## config.mk

```make
export PLATFORM = sky130hd
export DESIGN_NAME = fifo_out_rr_arbiter_flat
export DESIGN_NICKNAME = d
export VERILOG_FILES = /design/src/rtl/fifo_out_pkg.sv /design/src/rtl/fifo_out_rr_arbiter_if.sv /design/src/rtl/rr_pick.sv /design/src/rtl/fifo_out_rr_arbiter.sv /design/src/flat_wrapper.sv
export SDC_FILE = /design/constraint.sdc
export NUM_CORES = 1
export LEC_CHECK = 0
export BUFFER_PORTS_ARGS = -buffer_cell sky130_fd_sc_hd__buf_4
export CORE_UTILIZATION = 44
export DETAILED_ROUTE_END_ITERATION = 7
export PLACE_DENSITY = 0.84
export SLEW_MARGIN = 15
export SYNTH_ARGS = -nofsm -noshare
export SYNTH_HDL_FRONTEND = slang
export SYNTH_SLANG_ARGS = --single-unit
```

## constraint.sdc

```tcl
create_clock -name clk -period 2.9 [get_ports clk]
set_clock_uncertainty 0.2 [all_clocks]
set_input_delay 0.58 -clock clk [delete_from_list [all_inputs] [get_ports clk]]
set_output_delay 0.58 -clock clk [all_outputs]
set_load 0.03 [all_outputs]
```

## src/rtl/fifo_out_pkg.sv

```systemverilog
// Shared types and constants for the fifo_out arbiter slice.
//   FIFO_DATA_W : default stream data width
//   fifo_data_t : one FIFO word at the default width
//   arb_state_e : arbiter FSM states
//   id_width()  : width of a requester index (at least 1 bit)
package fifo_out_pkg;

  localparam int unsigned FIFO_DATA_W = 16;

  typedef logic [FIFO_DATA_W-1:0] fifo_data_t;

  typedef enum logic {
    ARB_IDLE  = 1'b0,
    ARB_BURST = 1'b1
  } arb_state_e;

  function automatic int unsigned id_width(input int unsigned n);
    return (n > 1) ? $clog2(n) : 1;
  endfunction

endpackage

```

## src/rtl/fifo_out_rr_arbiter_if.sv

```systemverilog
// Bundle of the per-requester FIFO read ports and the merged downstream port.
//   in_data/in_vld/in_rdy          : NUM_REQ FIFO read streams (packed, requester i at [i*DATA_W +: DATA_W])
//   data_out/data_out_vld/data_out_rdy : merged valid/ready output
//   grant_id/busy                  : arbitration status
// slave modport is the arbiter side, master modport is the driver/monitor side.
interface fifo_out_rr_arbiter_if
  import fifo_out_pkg::*;
#(
  parameter int unsigned NUM_REQ = 4,
  parameter int unsigned DATA_W  = FIFO_DATA_W
);

  localparam int unsigned ID_W = id_width(NUM_REQ);

  logic [NUM_REQ*DATA_W-1:0] in_data;
  logic [NUM_REQ-1:0]        in_vld;
  logic [NUM_REQ-1:0]        in_rdy;
  logic [DATA_W-1:0]         data_out;
  logic                      data_out_vld;
  logic                      data_out_rdy;
  logic [ID_W-1:0]           grant_id;
  logic                      busy;

  modport slave (
    input  in_data, in_vld, data_out_rdy,
    output in_rdy, data_out, data_out_vld, grant_id, busy
  );

  modport master (
    output in_data, in_vld, data_out_rdy,
    input  in_rdy, data_out, data_out_vld, grant_id, busy
  );

endinterface

```

## src/rtl/rr_pick.sv

```systemverilog
// Combinational rotating-priority selector: returns the first set bit of req
// found by searching upward from ptr with wrap-around.
//   req   : request vector
//   ptr   : index with highest priority (must be < N)
//   found : any request set
//   idx   : index of the selected request (0 when none)
module rr_pick #(
  parameter int unsigned N    = 4,
  parameter int unsigned ID_W = 2
) (
  input  logic [N-1:0]    req,
  input  logic [ID_W-1:0] ptr,
  output logic            found,
  output logic [ID_W-1:0] idx
);

  localparam int unsigned SUM_W = ID_W + 1;

  logic [SUM_W-1:0] pos;

  // Walk offsets 0..N-1 from ptr; the first hit wins.
  always_comb begin
    found = 1'b0;
    idx   = '0;
    pos   = '0;
    for (int unsigned k = 0; k < N; k++) begin
      pos = {1'b0, ptr} + SUM_W'(k);
      if (pos >= SUM_W'(N)) pos = pos - SUM_W'(N);
      if (!found && req[ID_W'(pos)]) begin
        found = 1'b1;
        idx   = ID_W'(pos);
      end
    end
  end

endmodule

```

## src/rtl/fifo_out_rr_arbiter.sv

```systemverilog
// Round-robin burst arbiter merging NUM_REQ FIFO read streams onto one
// registered valid/ready output. A grant is held for up to BURST_LEN beats or
// until the granted stream runs dry; each new grant costs one idle cycle.
//   clk, rst_n : clock, synchronous active-low reset
//   bus        : fifo_out_rr_arbiter_if.slave (streams in, merged stream out, status)
module fifo_out_rr_arbiter
  import fifo_out_pkg::*;
#(
  parameter int unsigned NUM_REQ   = 4,
  parameter int unsigned DATA_W    = FIFO_DATA_W,
  parameter int unsigned BURST_LEN = 4
) (
  input logic                 clk,
  input logic                 rst_n,
  fifo_out_rr_arbiter_if.slave bus
);

  localparam int unsigned     ID_W      = id_width(NUM_REQ);
  localparam int unsigned     CNT_W     = $clog2(BURST_LEN + 1);
  localparam logic [ID_W-1:0]  LAST_ID   = ID_W'(NUM_REQ - 1);
  localparam logic [CNT_W-1:0] LAST_BEAT = CNT_W'(BURST_LEN - 1);

  arb_state_e         state_q, state_d;
  logic [ID_W-1:0]    rr_ptr_q, rr_ptr_d;
  logic [ID_W-1:0]    grant_id_q, grant_id_d;
  logic [CNT_W-1:0]   beat_cnt_q, beat_cnt_d;
  logic [DATA_W-1:0]  data_out_q, data_out_d;
  logic               data_out_vld_q, data_out_vld_d;

  logic               out_load_c;
  logic               xfer_c;
  logic               pick_found_c;
  logic [ID_W-1:0]    pick_idx_c;
  logic [ID_W-1:0]    rr_next_c;
  logic [NUM_REQ-1:0] in_rdy_c;
  logic [DATA_W-1:0]  grant_data_c;

  rr_pick #(
    .N    (NUM_REQ),
    .ID_W (ID_W)
  ) u_pick (
    .req   (bus.in_vld),
    .ptr   (rr_ptr_q),
    .found (pick_found_c),
    .idx   (pick_idx_c)
  );

  // Output register may take a new beat when empty or being drained this cycle.
  assign out_load_c = !data_out_vld_q || bus.data_out_rdy;

  assign rr_next_c = (grant_id_q == LAST_ID) ? '0 : grant_id_q + ID_W'(1);

  // Data of the currently granted requester.
  always_comb begin
    grant_data_c = '0;
    for (int unsigned i = 0; i < NUM_REQ; i++) begin
      if (grant_id_q == ID_W'(i)) grant_data_c = bus.in_data[i*DATA_W +: DATA_W];
    end
  end

  // Next-state, output-stage and handshake logic.
  always_comb begin
    state_d        = state_q;
    rr_ptr_d       = rr_ptr_q;
    grant_id_d     = grant_id_q;
    beat_cnt_d     = beat_cnt_q;
    data_out_d     = data_out_q;
    data_out_vld_d = data_out_vld_q;
    in_rdy_c       = '0;
    xfer_c         = 1'b0;

    // A loadable output stage empties unless a new beat is written below.
    if (out_load_c) data_out_vld_d = 1'b0;

    case (state_q)
      ARB_IDLE: begin
        if (pick_found_c) begin
          grant_id_d = pick_idx_c;
          beat_cnt_d = '0;
          state_d    = ARB_BURST;
        end
      end
      ARB_BURST: begin
        // Gated by rst_n so no upstream word is consumed while in reset.
        in_rdy_c[grant_id_q] = out_load_c && rst_n;
        xfer_c = bus.in_vld[grant_id_q] && in_rdy_c[grant_id_q];
        if (xfer_c) begin
          data_out_d     = grant_data_c;
          data_out_vld_d = 1'b1;
          beat_cnt_d     = beat_cnt_q + CNT_W'(1);
          if (beat_cnt_q == LAST_BEAT) begin
            state_d  = ARB_IDLE;
            rr_ptr_d = rr_next_c;
          end
        end else if (out_load_c && !bus.in_vld[grant_id_q]) begin
          // Granted stream ran dry: give up the grant without taking a beat.
          state_d  = ARB_IDLE;
          rr_ptr_d = rr_next_c;
        end
      end
    endcase
  end

  // State and output registers.
  always_ff @(posedge clk) begin
    if (!rst_n) begin
      state_q        <= ARB_IDLE;
      rr_ptr_q       <= '0;
      grant_id_q     <= '0;
      beat_cnt_q     <= '0;
      data_out_q     <= '0;
      data_out_vld_q <= 1'b0;
    end else begin
      state_q        <= state_d;
      rr_ptr_q       <= rr_ptr_d;
      grant_id_q     <= grant_id_d;
      beat_cnt_q     <= beat_cnt_d;
      data_out_q     <= data_out_d;
      data_out_vld_q <= data_out_vld_d;
    end
  end

  assign bus.in_rdy       = in_rdy_c;
  assign bus.data_out     = data_out_q;
  assign bus.data_out_vld = data_out_vld_q;
  assign bus.grant_id     = grant_id_q;
  assign bus.busy         = (state_q == ARB_BURST);

endmodule

```

## src/flat_wrapper.sv

```systemverilog
// flat-port wrapper written by rule: the top's interface ports become plain ports
module fifo_out_rr_arbiter_flat import fifo_out_pkg::*;
#(
  parameter int unsigned NUM_REQ   = 4,
  parameter int unsigned DATA_W    = FIFO_DATA_W,
  parameter int unsigned BURST_LEN = 4
)
  (clk, rst_n, bus_in_data, bus_in_vld, bus_data_out_rdy, bus_in_rdy, bus_data_out, bus_data_out_vld, bus_grant_id, bus_busy);
  fifo_out_rr_arbiter_if #(.NUM_REQ(NUM_REQ), .DATA_W(DATA_W)) bus_i ();
  input logic clk;
  input logic rst_n;
  input wire logic [$bits(bus_i.in_data)-1:0] bus_in_data;
  input wire logic [$bits(bus_i.in_vld)-1:0] bus_in_vld;
  input wire logic [$bits(bus_i.data_out_rdy)-1:0] bus_data_out_rdy;
  output wire logic [$bits(bus_i.in_rdy)-1:0] bus_in_rdy;
  output wire logic [$bits(bus_i.data_out)-1:0] bus_data_out;
  output wire logic [$bits(bus_i.data_out_vld)-1:0] bus_data_out_vld;
  output wire logic [$bits(bus_i.grant_id)-1:0] bus_grant_id;
  output wire logic [$bits(bus_i.busy)-1:0] bus_busy;
  assign bus_i.in_data = bus_in_data;
  assign bus_i.in_vld = bus_in_vld;
  assign bus_i.data_out_rdy = bus_data_out_rdy;
  assign bus_in_rdy = bus_i.in_rdy;
  assign bus_data_out = bus_i.data_out;
  assign bus_data_out_vld = bus_i.data_out_vld;
  assign bus_grant_id = bus_i.grant_id;
  assign bus_busy = bus_i.busy;
  fifo_out_rr_arbiter #(.NUM_REQ(NUM_REQ), .DATA_W(DATA_W), .BURST_LEN(BURST_LEN)) u_core (.clk(clk), .rst_n(rst_n), .bus(bus_i));
endmodule
```

==> flow_summary.yaml <==
die:
  die-width_um: 65.30
  io-pin-count: 95
  core_ar_um2: 3744
  initial_utilization_pct: 47.09
  die_height_um: 65.30
  number_of_rows_in_the_core_area: 22
  total_die_area_um2: 4264
timing:
  post-route-period-util_pct: 93.19
  relSlewSlack_pct: 51.84
  fmaxAchievable_ghz: 0.3700
  finalWorstSetupSlack_ps: 197.6
  hold-worst-slack_ps: 264.9
  timing.final.max_slew_violations: 0
  hold_viol: 0
  totalNegativeSetupSlack_ps: 0
  grt_setup_unrepaired: "false"
  max_slew.worst_pin.slew_ps: 722.5
  min_period_ps: 2702
  setup_viol_count_final: 0
clock_tree:
  clk-insertion-delay-late_ps: 270
  cts_root_buffer: "sky130_fd_sc_hd__clkbuf_8"
  cts_made_buffers: 3
  clk_pin_slew_worst_paths_ps: 90
  cts_hold_buffers: 0
  cts-htree-levels: 1
  cts_max_path_buffers: 2
  cts_num_sinks: 25
  post_cts_buffers: 0
  tritoncts: "built"
  cts.repair.resized: 0
global_route:
  vias_in_the_first_global_route: 1862
  grt_antenna_before_repair: 0
  grt_start_max_net_pins: 32
  gr-total-overflow: 0
  groute.usage.overall_pct: 24.48
  grt_pass1_wl_mm: 8.252
placement:
  port_buffers: 94
  dp_worst_setup_slack_ps: 449.2
  hpwlAfterDp_mm: 3.885
  gp_congestion: 0.8465
flow_run:
  maxCapViolations: 0
drt:
  routed-via-count: 1962
  post_drt_wl_per_cell_um: 13.83
  dr.pass1.iters: 4
  drc: 0
  drt.antenna.violating_nets: 0
  drt_iter0_markers: 136
  vias_per_cell: 5.274
  postRouteWirelength_mm: 5.145
critical_path:
  critical_path_class: "reg2out"
  crit_path_max_fanout: 24
  critPathLaunchType: "register"
  worst_ep_required_time_ps: 2120
  crit_path_end_kind: "primary output"
  critPathArrivalTime_ps: 1920
pwr:
  power.switching_fraction_pct: 33.82
  power.clock.fraction_pct: 21.1
  worst_ir_drop_vdd_mv: 0.2381
  sequential_cell_fraction_of_total_power_pct: 40.4
  power.internal_w: 0.0006481
  share_comb_of_total_power_pct: 38.6
  power.density_cell_area_nw_per_um2: 386.2
  p_switching_w: 0.0003312
  p_leak_nw: 1.324
  total_power_w: 0.0009794
synthesis:
  synthTopCellsByArea: "sky130_fd_sc_hd__dfxtp_1 28%, sky130_fd_sc_hd__mux2i_1 12%, sky130_fd_sc_hd__a21oi_1 9.1%"
  postSynthNetCount: 316
  ys_seq_area_share_pct: 28.39
  average_instance_area_after_synthesis_um2: 7.376
  synth-seq-cells: 25
  netlist.top_cell.by_area: "sky130_fd_sc_hd__dfxtp_1"
  synth_cell_types: 30
  yosys.area.top_type_share_pct: 28.39
  yosys_warning_count: 0
  synth_area_um2: 1763
  syn_inst: 239
cells_and_area:
  layout_common_cells: "101 x sky130_fd_sc_hd__buf_4, 40 x sky130_fd_sc_hd__nand2_1, 32 x sky130_fd_sc_hd__a21oi_1"
  layout.cells.most_common: "sky130_fd_sc_hd__buf_4"
  postLayoutCoreUtil_pct: 67.75
  area_added_between_synthesis_and_finish_pct: 43.86
  diodes: 0
  num-nets-final: 402
  share_of_cells_above_drive_strength_1_pct: 33.95
run_status:
  run_status: "finished, final reports clean"
hold_path:
  worst_min_delay_path_class: "reg2reg"
state kept, by name (all words and copies together) (netlist names):
signal,cells
u_core.rr_ptr_q,2
u_core.bus.grant_id,2
u_core.beat_cnt_q,3
u_core.bus.data_out_vld,1
u_core.bus.busy,1
u_core.bus.data_out,16
final timing paths:
check	from	end	slack [ps]	depth (start not counted)
worst max-delay path	u_core.bus.grant_id[0]	bus_in_rdy[1]	200	3
worst min-delay path	u_core.bus.data_out[8]	u_core.bus.data_out[8]	260	2
worst max register to register	u_core.bus.grant_id[0]	u_core.beat_cnt_q[1]	430	6
worst min register to register	u_core.bus.data_out[8]	u_core.bus.data_out[8]	260	2
power by group through the flow:
stage	Combinational, W	Clock [W]	Sequential [W]
2_1_floorplan	0.000183	0	0.000441
3_3_place_gp	0.000368	0	0.000401
3_5_place_dp	0.000377	0	0.000402
4_1_cts	0.000378	0.000212	0.000395
5_1_grt	0.000413	0.000227	0.000399
6_report	0.000378	0.000206	0.000395
routing by layer:
| layer | up-vias | share of wire (%) | global-route usage (%) |
|---|---|---|---|
| li1 | 993 | - | - |
| met1 | 889 | 44 | 32.09 |
| met2 | 74 | 48 | 41.88 |
| met3 | 6 | 6.6 | 4.167 |
| met4 | 0 | 0.86 | 4.891 |
| met5 | - | 0 | 0 |
metrics by stage:
stage | cell area [µm²] | std cells
after global routing | 2536 | 372
after floorplan | 1763 | 239
after CTS | 2536 | 372
final | 2536 | 372
after detailed placement | 2490 | 368
after global placement | 2490 | 368
worst max-delay path, cell delays in order (launching register included):
cell	delay [ps]
sky130_fd_sc_hd__dfxtp_1	560
sky130_fd_sc_hd__ha_1	700
sky130_fd_sc_hd__and2_1	240
sky130_fd_sc_hd__buf_4	160
cell type report:
cell class                 instances  area [µm²]
clock buffer                       3       41.29
sequential                        25       500.5
inverter                          21       78.83
multi-input combinational        173        1092
fill                             353        1207
tap                               48       60.06
timing repair buffer             101       758.2
clock inverter                     1       5.005
synth_stat cells:
master,instances
sky130_fd_sc_hd__o21ai_0,18
sky130_fd_sc_hd__or2_2,1
sky130_fd_sc_hd__clkbuf_1,13
sky130_fd_sc_hd__nand3_1,6
sky130_fd_sc_hd__buf_4,3
sky130_fd_sc_hd__buf_2,4
sky130_fd_sc_hd__and3_1,2
sky130_fd_sc_hd__o221ai_1,1
sky130_fd_sc_hd__o2111ai_1,1
sky130_fd_sc_hd__o211ai_1,2
sky130_fd_sc_hd__dfxtp_1,25
sky130_fd_sc_hd__o221ai_2,1
sky130_fd_sc_hd__and2_1,5
sky130_fd_sc_hd__a221oi_1,1
sky130_fd_sc_hd__a21boi_0,4
sky130_fd_sc_hd__a21o_1,1
sky130_fd_sc_hd__nand3b_1,2
sky130_fd_sc_hd__ha_1,6
sky130_fd_sc_hd__nand2_1,40
sky130_fd_sc_hd__a22oi_1,15
sky130_fd_sc_hd__mux2_2,1
sky130_fd_sc_hd__and3_4,1
sky130_fd_sc_hd__mux2i_1,22
sky130_fd_sc_hd__inv_1,21
sky130_fd_sc_hd__nor2b_1,3
sky130_fd_sc_hd__a21oi_1,32
sky130_fd_sc_hd__nor2_1,5
sky130_fd_sc_hd__mux4_2,1
sky130_fd_sc_hd__nand2b_1,1
sky130_fd_sc_hd__nor4_1,1
logic make-up after synthesis:
logic type | synth area share (%)
AO/OA/AOI/OAI | 25.91
adder cells (fa/ha/maj) | 4.258
buffers and inverters | 9.653
flip-flops | 28.39
multiplexers | 14.41
AND/OR/NAND/NOR | 17.39
Note: power is estimated with default switching activity, not from simulation.
